[src/rtl/bkm_iter_ctrl_pkg.sv]
// Shared types and constants for the BKM iteration controller.
// Holds the FSM state encoding, the E/L mode constants and the counter widths.
package bkm_iter_ctrl_pkg;

   typedef enum logic [2:0] {
      ST_IDLE = 3'd0,
      ST_LOAD = 3'd1,
      ST_STEP = 3'd2,
      ST_WAIT = 3'd3,
      ST_DONE = 3'd4
   } bkm_state_e;

   localparam logic MODE_E = 1'b0;
   localparam logic MODE_L = 1'b1;

   localparam int N_W    = 8;
   localparam int WAIT_W = 2;

   // STEP already spends one cycle of the datapath latency, so WAIT covers PIPE-1
   // cycles and the counter runs from PIPE-2 down to zero.
   function automatic logic [WAIT_W-1:0] wait_init(input int pipe);
      return (pipe > 1) ? WAIT_W'(pipe - 2) : '0;
   endfunction

endpackage

[src/rtl/bkm_iter_cnt.sv]
// Iteration index counter and WAIT down-counter for the BKM controller.
// Both saturate at their terminal count so n never passes N_ITER-1 and WAIT never wraps.
module bkm_iter_cnt
   import bkm_iter_ctrl_pkg::*;
#(
   parameter int N_ITER = 64,
   parameter int PIPE   = 1
) (
   input  logic           clk,
   input  logic           arst,
   input  logic           srst,
   input  logic           enable,
   input  logic           clr_n,
   input  logic           inc_n,
   input  logic           ld_wait,
   input  logic           dec_wait,
   output logic [N_W-1:0] n,
   output logic           n_last,
   output logic           wait_tc
);

   localparam logic [N_W-1:0]    N_MAX     = N_W'(N_ITER - 1);
   localparam logic [WAIT_W-1:0] WAIT_INIT = wait_init(PIPE);

   logic [WAIT_W-1:0] wait_cnt;

   always_ff @(posedge clk or posedge arst) begin
      if (arst) begin
         n <= '0;
      end else if (srst) begin
         n <= '0;
      end else if (enable) begin
         if (clr_n)
            n <= '0;
         else if (inc_n && !n_last)
            n <= n + N_W'(1);
      end
   end

   always_ff @(posedge clk or posedge arst) begin
      if (arst) begin
         wait_cnt <= '0;
      end else if (srst) begin
         wait_cnt <= '0;
      end else if (enable) begin
         if (ld_wait)
            wait_cnt <= WAIT_INIT;
         else if (dec_wait && !wait_tc)
            wait_cnt <= wait_cnt - WAIT_W'(1);
      end
   end

   assign n_last  = (n == N_MAX);
   assign wait_tc = (wait_cnt == '0);

endmodule

[src/rtl/bkm_iter_ctrl.sv]
// BKM iteration sequencer: loads the datapath, strobes N_ITER steps spaced PIPE cycles
// apart, feeds the control digits back and reports done/aborted.
//
// state | meaning
// IDLE  | waiting for start
// LOAD  | load strobe, index and digits cleared
// STEP  | step strobe, digits captured from the datapath
// WAIT  | remaining PIPE-1 cycles of datapath latency
// DONE  | one-cycle completion pulse
module bkm_iter_ctrl
   import bkm_iter_ctrl_pkg::*;
#(
   parameter int W      = 64,
   parameter int N_ITER = 64,
   parameter int PIPE   = 1
) (
   input  logic           clk,
   input  logic           arst,
   input  logic           srst,
   input  logic           enable,
   input  logic           start,
   input  logic           mode,
   input  logic           abort,
   input  logic [W/4-1:0] u_np1,
   input  logic [W/4-1:0] v_np1,
   output logic           load,
   output logic           step,
   output logic [7:0]     n,
   output logic           mode_q,
   output logic [W/4-1:0] u_q,
   output logic [W/4-1:0] v_q,
   output logic           busy,
   output logic           done,
   output logic           aborted
);

   localparam bit HAS_WAIT = (PIPE > 1);

   bkm_state_e state, state_nxt;

   logic load_nxt, step_nxt, done_nxt, aborted_nxt, busy_nxt;
   logic clr_n, inc_n, ld_wait, dec_wait, take_start, cap_uv;
   logic n_last, wait_tc;

   bkm_iter_cnt #(
      .N_ITER (N_ITER),
      .PIPE   (PIPE)
   ) u_cnt (
      .clk      (clk),
      .arst     (arst),
      .srst     (srst),
      .enable   (enable),
      .clr_n    (clr_n),
      .inc_n    (inc_n),
      .ld_wait  (ld_wait),
      .dec_wait (dec_wait),
      .n        (n),
      .n_last   (n_last),
      .wait_tc  (wait_tc)
   );

   always_ff @(posedge clk or posedge arst) begin
      if (arst)
         state <= ST_IDLE;
      else if (srst)
         state <= ST_IDLE;
      else if (enable)
         state <= state_nxt;
   end

   always_comb begin
      state_nxt   = state;
      clr_n       = 1'b0;
      inc_n       = 1'b0;
      ld_wait     = 1'b0;
      dec_wait    = 1'b0;
      take_start  = 1'b0;
      cap_uv      = 1'b0;
      aborted_nxt = 1'b0;

      case (state)
         ST_IDLE: begin
            if (start) begin
               state_nxt  = ST_LOAD;
               take_start = 1'b1;
               clr_n      = 1'b1;
            end
         end
         ST_LOAD: begin
            state_nxt = ST_STEP;
         end
         ST_STEP: begin
            cap_uv = 1'b1;
            if (HAS_WAIT) begin
               state_nxt = ST_WAIT;
               ld_wait   = 1'b1;
            end else if (n_last) begin
               state_nxt = ST_DONE;
            end else begin
               state_nxt = ST_STEP;
               inc_n     = 1'b1;
            end
         end
         ST_WAIT: begin
            if (!wait_tc) begin
               dec_wait = 1'b1;
            end else if (n_last) begin
               state_nxt = ST_DONE;
            end else begin
               state_nxt = ST_STEP;
               inc_n     = 1'b1;
            end
         end
         ST_DONE: begin
            state_nxt = ST_IDLE;
         end
         default: begin
            state_nxt = ST_IDLE;
         end
      endcase

      // Abort overrides everything, including the digit capture of a cancelled step.
      if (abort && (state != ST_IDLE)) begin
         state_nxt   = ST_IDLE;
         inc_n       = 1'b0;
         ld_wait     = 1'b0;
         dec_wait    = 1'b0;
         cap_uv      = 1'b0;
         aborted_nxt = 1'b1;
      end

      load_nxt = (state_nxt == ST_LOAD);
      step_nxt = (state_nxt == ST_STEP);
      done_nxt = (state_nxt == ST_DONE);
      busy_nxt = (state_nxt != ST_IDLE);
   end

   always_ff @(posedge clk or posedge arst) begin
      if (arst) begin
         load    <= 1'b0;
         step    <= 1'b0;
         done    <= 1'b0;
         aborted <= 1'b0;
         busy    <= 1'b0;
         mode_q  <= 1'b0;
         u_q     <= '0;
         v_q     <= '0;
      end else if (srst) begin
         load    <= 1'b0;
         step    <= 1'b0;
         done    <= 1'b0;
         aborted <= 1'b0;
         busy    <= 1'b0;
         mode_q  <= 1'b0;
         u_q     <= '0;
         v_q     <= '0;
      end else if (enable) begin
         load    <= load_nxt;
         step    <= step_nxt;
         done    <= done_nxt;
         aborted <= aborted_nxt;
         busy    <= busy_nxt;
         if (take_start)
            mode_q <= mode;
         if (take_start) begin
            u_q <= '0;
            v_q <= '0;
         end else if (cap_uv) begin
            u_q <= u_np1;
            v_q <= v_np1;
         end
      end
   end

endmodule

[config.mk]
export PLATFORM = sky130hd
export DESIGN_NAME = bkm_iter_ctrl
export DESIGN_NICKNAME = d
export VERILOG_FILES = /design/src/rtl/bkm_iter_ctrl_pkg.sv /design/src/rtl/bkm_iter_cnt.sv /design/src/rtl/bkm_iter_ctrl.sv
export SDC_FILE = /design/constraint.sdc
export NUM_CORES = 1
export LEC_CHECK = 0
export ABC_CLOCK_PERIOD_IN_PS = 1650
export BUFFER_PORTS_ARGS = -buffer_cell sky130_fd_sc_hd__buf_2
export CAP_MARGIN = 20
export CELL_PAD_IN_SITES_DETAIL_PLACEMENT = 0
export CELL_PAD_IN_SITES_GLOBAL_PLACEMENT = 1
export CORE_ASPECT_RATIO = 1.2
export CORE_UTILIZATION = 34
export DETAILED_ROUTE_END_ITERATION = 10
export MAX_ROUTING_LAYER = met4
export PLACE_DENSITY = 0.81
export RECOVER_POWER = 100
export SYNTH_ARGS = -nofsm -noshare
export SYNTH_HDL_FRONTEND = slang
export SYNTH_SLANG_ARGS = --single-unit
[constraint.sdc]
create_clock -name clk -period 1.65 [get_ports clk]
set_input_delay 0.4125 -clock clk [delete_from_list [all_inputs] [get_ports clk]]
set_output_delay 0.4125 -clock clk [all_outputs]
set_load 0.05 [all_outputs]
## Word level (Yosys, flattened, before mapping)

Index checks and enable logic that the tools add are counted.

| cells by class | value |
|---|---|
| $add $sub $neg | 2 |
| multipliers | 0 |
| div/mod/pow operators | 0 |
| $lt $le $gt $ge | 0 |
| eq/ne operators | 7 |
| shift-type cells | 0 |
| multiplexer cells | 47 |
| bitwise operators | 0 |
| reduce and logical (&&, ||, !) cells | 18 |

Operators with widths:

| operator | number |
|---|---|
| two-way mux 16 bit | 8 |
| two-way mux 8 bit | 4 |
| two-way mux 1 bit | 24 |
| two-way mux 3 bit | 6 |
| one-hot mux 3 bit (4 select lines) | 1 |
| nonzero test 3 bit | 4 |
| == test 3 x 2 -> 1 bit, second input constant | 3 |
| adder 8 x 1 -> 8 bit, second input constant | 1 |
| == test 8 x 6 -> 1 bit, second input constant | 1 |
| AND reduction 2 bit | 4 |
| == test 3 x 1 -> 1 bit, second input constant | 2 |
| two-way mux 2 bit | 3 |
| nonzero test 2 bit | 3 |
| == test 3 bit, second input constant | 1 |
| logical AND 1 bit | 3 |
| zero test 3 bit | 1 |
| zero test 1 bit | 2 |
| zero test 2 bit | 1 |
| one-hot mux 1 bit (2 select lines) | 1 |
| subtractor 2 x 1 -> 2 bit, second input constant | 1 |

| storage, ports and cells | value |
|---|---|
| register bits | 51 |
| latch bits | 0 |
| bits in writable memories | 0 |
| memory bits (read-only) | 0 |
| memories kept | 0 |

## Longest topological paths before layout

| logic depth | value |
|---|---|
| depth after elaboration | 10 |
| depth in mapped cells | 7 |

## Cells and area by module

From an unflattened synthesis, not the netlist that was laid out.

| second synthesis, totals | value |
|---|---|
| cell total of the unflattened synthesis | 278 |
| area total of the unflattened synthesis | 2758.9 µm² |

By module, submodules not included:

| module | instances | cells an instance | area an instance (µm²) |
|---|---|---|---|
| bkm_iter_ctrl | 1 | 203 | 2119.5 |
| bkm_iter_cnt | 1 | 75 | 639.4 |

## Worst setup path before layout

Ideal clock, no wire load.

| path | value |
|---|---|
| kind | reg2reg |
| from | register u_cnt.n[1] |
| to | register step |
| setup time | 0.121 ns |
| arrival | 1.794 ns |
| required time | 1.529 ns |
| slack | -0.265 ns |
| cell stages (with the launch flop) | 7 |
| path buffers | 1 |
| period minus slack after synthesis | 1.915 ns |
| path through | dfrtp_1 > ha_1 > nand2_1 > nor4_1 > buf_2 > a21oi_1 > a22o_1 |

| between the ends | value |
|---|---|
| cells in the longest elaborated chain, start to end | 8 |

Ends and longest elaborated chain:

| element | line | source |
|---|---|---|
| start, declared | bkm_iter_cnt.sv:17 | `output logic [N_W-1:0] n,` |
| start signal, assigned | bkm_iter_cnt.sv:36 | `n <= n + N_W'(1);` |
| == test 8 x 6 -> 1 bit * | bkm_iter_cnt.sv:53 | `assign n_last = (n == N_MAX);` |
| two-way mux 3 bit * | bkm_iter_ctrl.sv:97, bkm_iter_ctrl.sv:107 |  |
| two-way mux 3 bit | bkm_iter_ctrl.sv:105 | `if (!wait_tc) begin` |
| one-hot mux 3 bit (4 select lines) * | bkm_iter_ctrl.sv:81 | `case (state)` |
| two-way mux 3 bit * | bkm_iter_ctrl.sv:123 | `if (abort && (state != ST_IDLE)) begin` |
| == test 3 x 2 -> 1 bit * | bkm_iter_ctrl.sv:133 | `step_nxt = (state_nxt == ST_STEP);` |
| two-way mux 1 bit * | bkm_iter_ctrl.sv:157 | `end else if (enable) begin` |
| two-way mux 1 bit * | bkm_iter_ctrl.sv:148 | `end else if (srst) begin` |
| end signal, assigned | bkm_iter_ctrl.sv:159 | `step <= step_nxt;` |
| end, declared | bkm_iter_ctrl.sv:27 | `output logic step,` |

Mark *: on every way between the ends. The rest lies on a longest branch, timed or not. The select of a mux whose other input is x is not followed.
A chain may end at the register's enable or synchronous reset.

## Worst setup path in the final report

| path | value |
|---|---|
| from | register state[2] |
| to | register u_cnt.n[0] |

| between the ends | value |
|---|---|
| cells in the longest elaborated chain, start to end | 6 |
| elaborated cells on any way between the ends | 14 |

Ends and longest elaborated chain:

| element | line | source |
|---|---|---|
| start, declared | bkm_iter_ctrl.sv:39 | `bkm_state_e state, state_nxt;` |
| start signal, assigned | bkm_iter_ctrl.sv:68 | `state <= state_nxt;` |
| == test 3 x 2 -> 1 bit / nonzero test 3 bit (equally long branches) | bkm_iter_ctrl.sv:81, bkm_iter_ctrl.sv:123 |  |
| one-hot mux 1 bit (2 select lines) / logical AND 1 bit (equally long branches) | bkm_iter_ctrl.sv:81, bkm_iter_ctrl.sv:123 |  |
| two-way mux 1 bit | bkm_iter_ctrl.sv:123 |  |
| logical AND 1 bit | bkm_iter_cnt.sv:35 | `else if (inc_n && !n_last)` |
| nonzero test 3 bit (no line) | - |  |
| AND reduction 2 bit (no line) | - |  |

Several ways; a longest one is shown, not always the timed one. The select of a mux whose other input is x is not followed.

==> reports/results.tsv <==
metric	value	unit
avgViaCountPerCell	5.03	
p_int	1.71	mW
fp.dieW	77.2	um
h-tree-depth	2	
worst_pin_slew	0.896	ns
pre_cts_ws	-0.0391	ns
row_count	32	
grt_setup_unrepaired	yes	
avgSynthCellArea	11.5	sq um
wire_per_inst	14.4	um
outcome	complete, but fails checks	
nets	353	
cts_buffers	5	
place_congestion	0.863	
swShare	0.258	
async_reset_ff_frac	1.00	
drive_gt1_frac	0.530	
num_antenna_cells	0	
fin_ws	-0.0359	ns
crit_buf_inv	0	
p_clk_frac	0.330	
yosys_warnings	0	
grt_usage	0.164	
start_util	0.356	
dieHeight	92.2	um
synthesis.area	2310	sq um
clkTransAtPathRegs	0.10	ns
cp.arrival	1.92	ns
gr-usage-met1	0.215	
cp-end-kind	flop	
drtAntennaViolNets	0	
fin_worst_skew	0.0103	ns
dp.final_hpwl	4000	um
critical_path.max_stage_delay	0.53	ns
grt_pass1_vias	1816	
grt_overflow	0	
p_comb_frac	0.118	
drtPass1Iterations	6	
cp_top_family	simple AND/OR/NAND/NOR gates	
grt_pass1_wl	9030	um
hold_slack	0.229	ns
cts.sinks	51	
cts_hold_buf	0	
drc	0	
max_slew_margin	0.399	
cts_tree	yes	
fillers	610	
finalHoldViolations	0	
yosysSeqAreaShare	0.553	
ys.flop_type	dfrtp_1	
tns	-0.0359	ns
min_path_type	in -> async	
p_sw	0.595	mW
max_cap_violations	0	
leakage	1.65	nW
dr_total_vias	2000	
drt_iter0_markers	87	
p_seq_frac	0.551	
period_minus_slack	1.69	ns
slowest_stage	or4_4	
met3_usage	0.0378	
cp_data_required_time	1.89	ns
drv_slew	0	
ys_seq_elements	51	
dieArea	7120	sq um
grt-busiest-layer	met2	
io_buffers	84	
synth-edff-count	0	
max_freq	0.593	GHz
grt_max_degree	33	
root_buffer	clkbuf_8	
violations	negative setup slack	
start_kind	flop	
wirelength	5750	um
synth_cell_types	38	
synth_nets	242	
worstSkewPairLatency	0.31	ns
powerDensity	697	nW/um^2
period_share	1.02	
io_pins	85	
cts_max_path_buffers	2	
area_delta_synth_final	43.2	%
path_max_fanout	8	
register_area	1290	sq um
vdd_drop_max	0.455	mV
setup_viol	1	
antenna_found_initial	0	
coreArea	6490	sq um
synthCells	201	
multiInputGateArea	1090	sq um
design_power_total	2.30	mW
cp_cell_sequence	o31ai_4, nand2_4, or4_4, a21oi_2	
critical_path_class	reg -> reg	
met2_usage	0.249	
-- per-stage QoR --
| stage | std cells | cell area (sq um) | util |
|---|---|---|---|
| after floorplan | 201 | 2320 | - |
| after CTS | 394 | 3180 | 0.490 |
| final | 398 | 3300 | 0.509 |
| after global placement | 384 | 3040 | 0.469 |
| after detailed placement | 384 | 3040 | 0.469 |
| after global routing | 398 | 3300 | 0.509 |
-- final cells by class --
cell class                      count  share of cell area
Inverter                            6             0.00719
Clock buffer                        6              0.0250
Sequential cell                    51               0.389
Clock inverter                      2             0.00492
Tap cell                           85              0.0322
Multi-Input combinational cell    129               0.329
Timing Repair Buffer              119               0.213
-- state kept, by name, summed over array words and instances, names as in the netlist --
| signal | flops |
|---|---|
| u_q | 16 |
| v_q | 16 |
| u_cnt.n | 8 |
| state | 3 |
| u_cnt.wait_cnt | 2 |
| aborted | 1 |
| busy | 1 |
| done | 1 |
| load | 1 |
| mode_q | 1 |
| step | 1 |
-- power by group through the flow --
stage / clock (mW) / combinational [mW] / sequential, mW
2_1_floorplan: 0 / 0.109 / 1.32
3_3_place_gp: 0 / 0.258 / 1.29
3_5_place_dp: 0 / 0.257 / 1.30
4_1_cts: 0.796 / 0.262 / 1.27
5_1_grt: 0.841 / 0.297 / 1.27
6_report: 0.761 / 0.273 / 1.27
-- per-layer routing --
layer / vias up / part of all wire
li1: 962 / -
met1: 963 / 0.42
met2: 65 / 0.51
met3: 10 / 0.058
met4: 0 / 0.014
met5: - / 0
-- worst paths after layout --
kind,slack (ns),startpoint,to,cells after the start
hold reg to reg,0.51,v_q[14],v_q[14],1
min in group clk,0.32,v_np1[3],v_q[3],2
hold / removal,0.23,arst,state[2],2
max in group asynchronous,0.38,arst,u_q[12],3
setup reg to reg,-0.04,state[2],u_cnt.n[0],4
setup / recovery,-0.04,state[2],u_cnt.n[0],4
-- repair_timing --
item,4_1_cts,5_1_grt
hold endpoints to repair,0,0
endpoints found under the setup margin,4,13
cloned,0,1
gates resized for setup,8,22
buffers inserted,2,3
pin swaps,2,3
-- logic make-up (layout without fill, tap and decap cells) --
kind of cell / Yosys count / after routing / synth area share
simple gates: 63 / 63 / 0.161
compound gates: 56 / 56 / 0.197
flops: 51 / 51 / 0.553
buf+inv: 21 / 133 / 0.0439
mux: 7 / 7 / 0.0304
fa+ha+maj: 2 / 2 / 0.0108
xor+xnor: 1 / 1 / 0.00380
-- cells in the mapped netlist (2+ instances only) --
cell type  number  area [sq um]
buf_2           9          45.0
ha_1            2          25.0
nor4_1          6          37.5
nand4_1         2          12.5
a22o_1         33           289
a21oi_1        11          55.1
mux2i_1         7          70.1
or3b_2          2          17.5
a211oi_1        2          15.0
nand2b_1        8          50.1
nand2_1        17          63.8
clkbuf_1        3          11.3
or4_1           2          15.0
nand3_1         7          35.0
dfrtp_1        51          1280
nor2b_1         2          12.5
o21bai_1        2          15.0
inv_1           6          22.5
nor4b_2         2          30.0
or2_2           2          12.5
nor2_1          7          26.3
o311ai_0        2          17.5
-- cells in the final DEF (no fill, tap or decap), drive strengths merged, types with 2 or more instances in the layout --
cell type | synthesis | final
ha | 2 | 2
clkinvlp | 0 | 2
nand3 | 7 | 7
o311ai | 2 | 2
or2 | 2 | 2
buf | 12 | 117
dfrtp | 51 | 51
nor4 | 6 | 6
nor2 | 7 | 7
clkbuf | 3 | 8
or4 | 2 | 2
or3b | 2 | 2
a22o | 33 | 33
nor4b | 3 | 3
a211oi | 2 | 2
mux2i | 7 | 7
nand4 | 2 | 2
nand2 | 18 | 18
nor2b | 3 | 3
o21bai | 2 | 2
inv | 6 | 5
nand2b | 8 | 8
a21oi | 11 | 11
-- worst register-to-register path, cell delays in order (launching register included) --
cell	delay [ns]
dfrtp_2	0.49
o31ai_4	0.32
nand2_4	0.14
or4_4	0.53
a21oi_2	0.14
No activity file was read; power rests on OpenSTA's default activity.
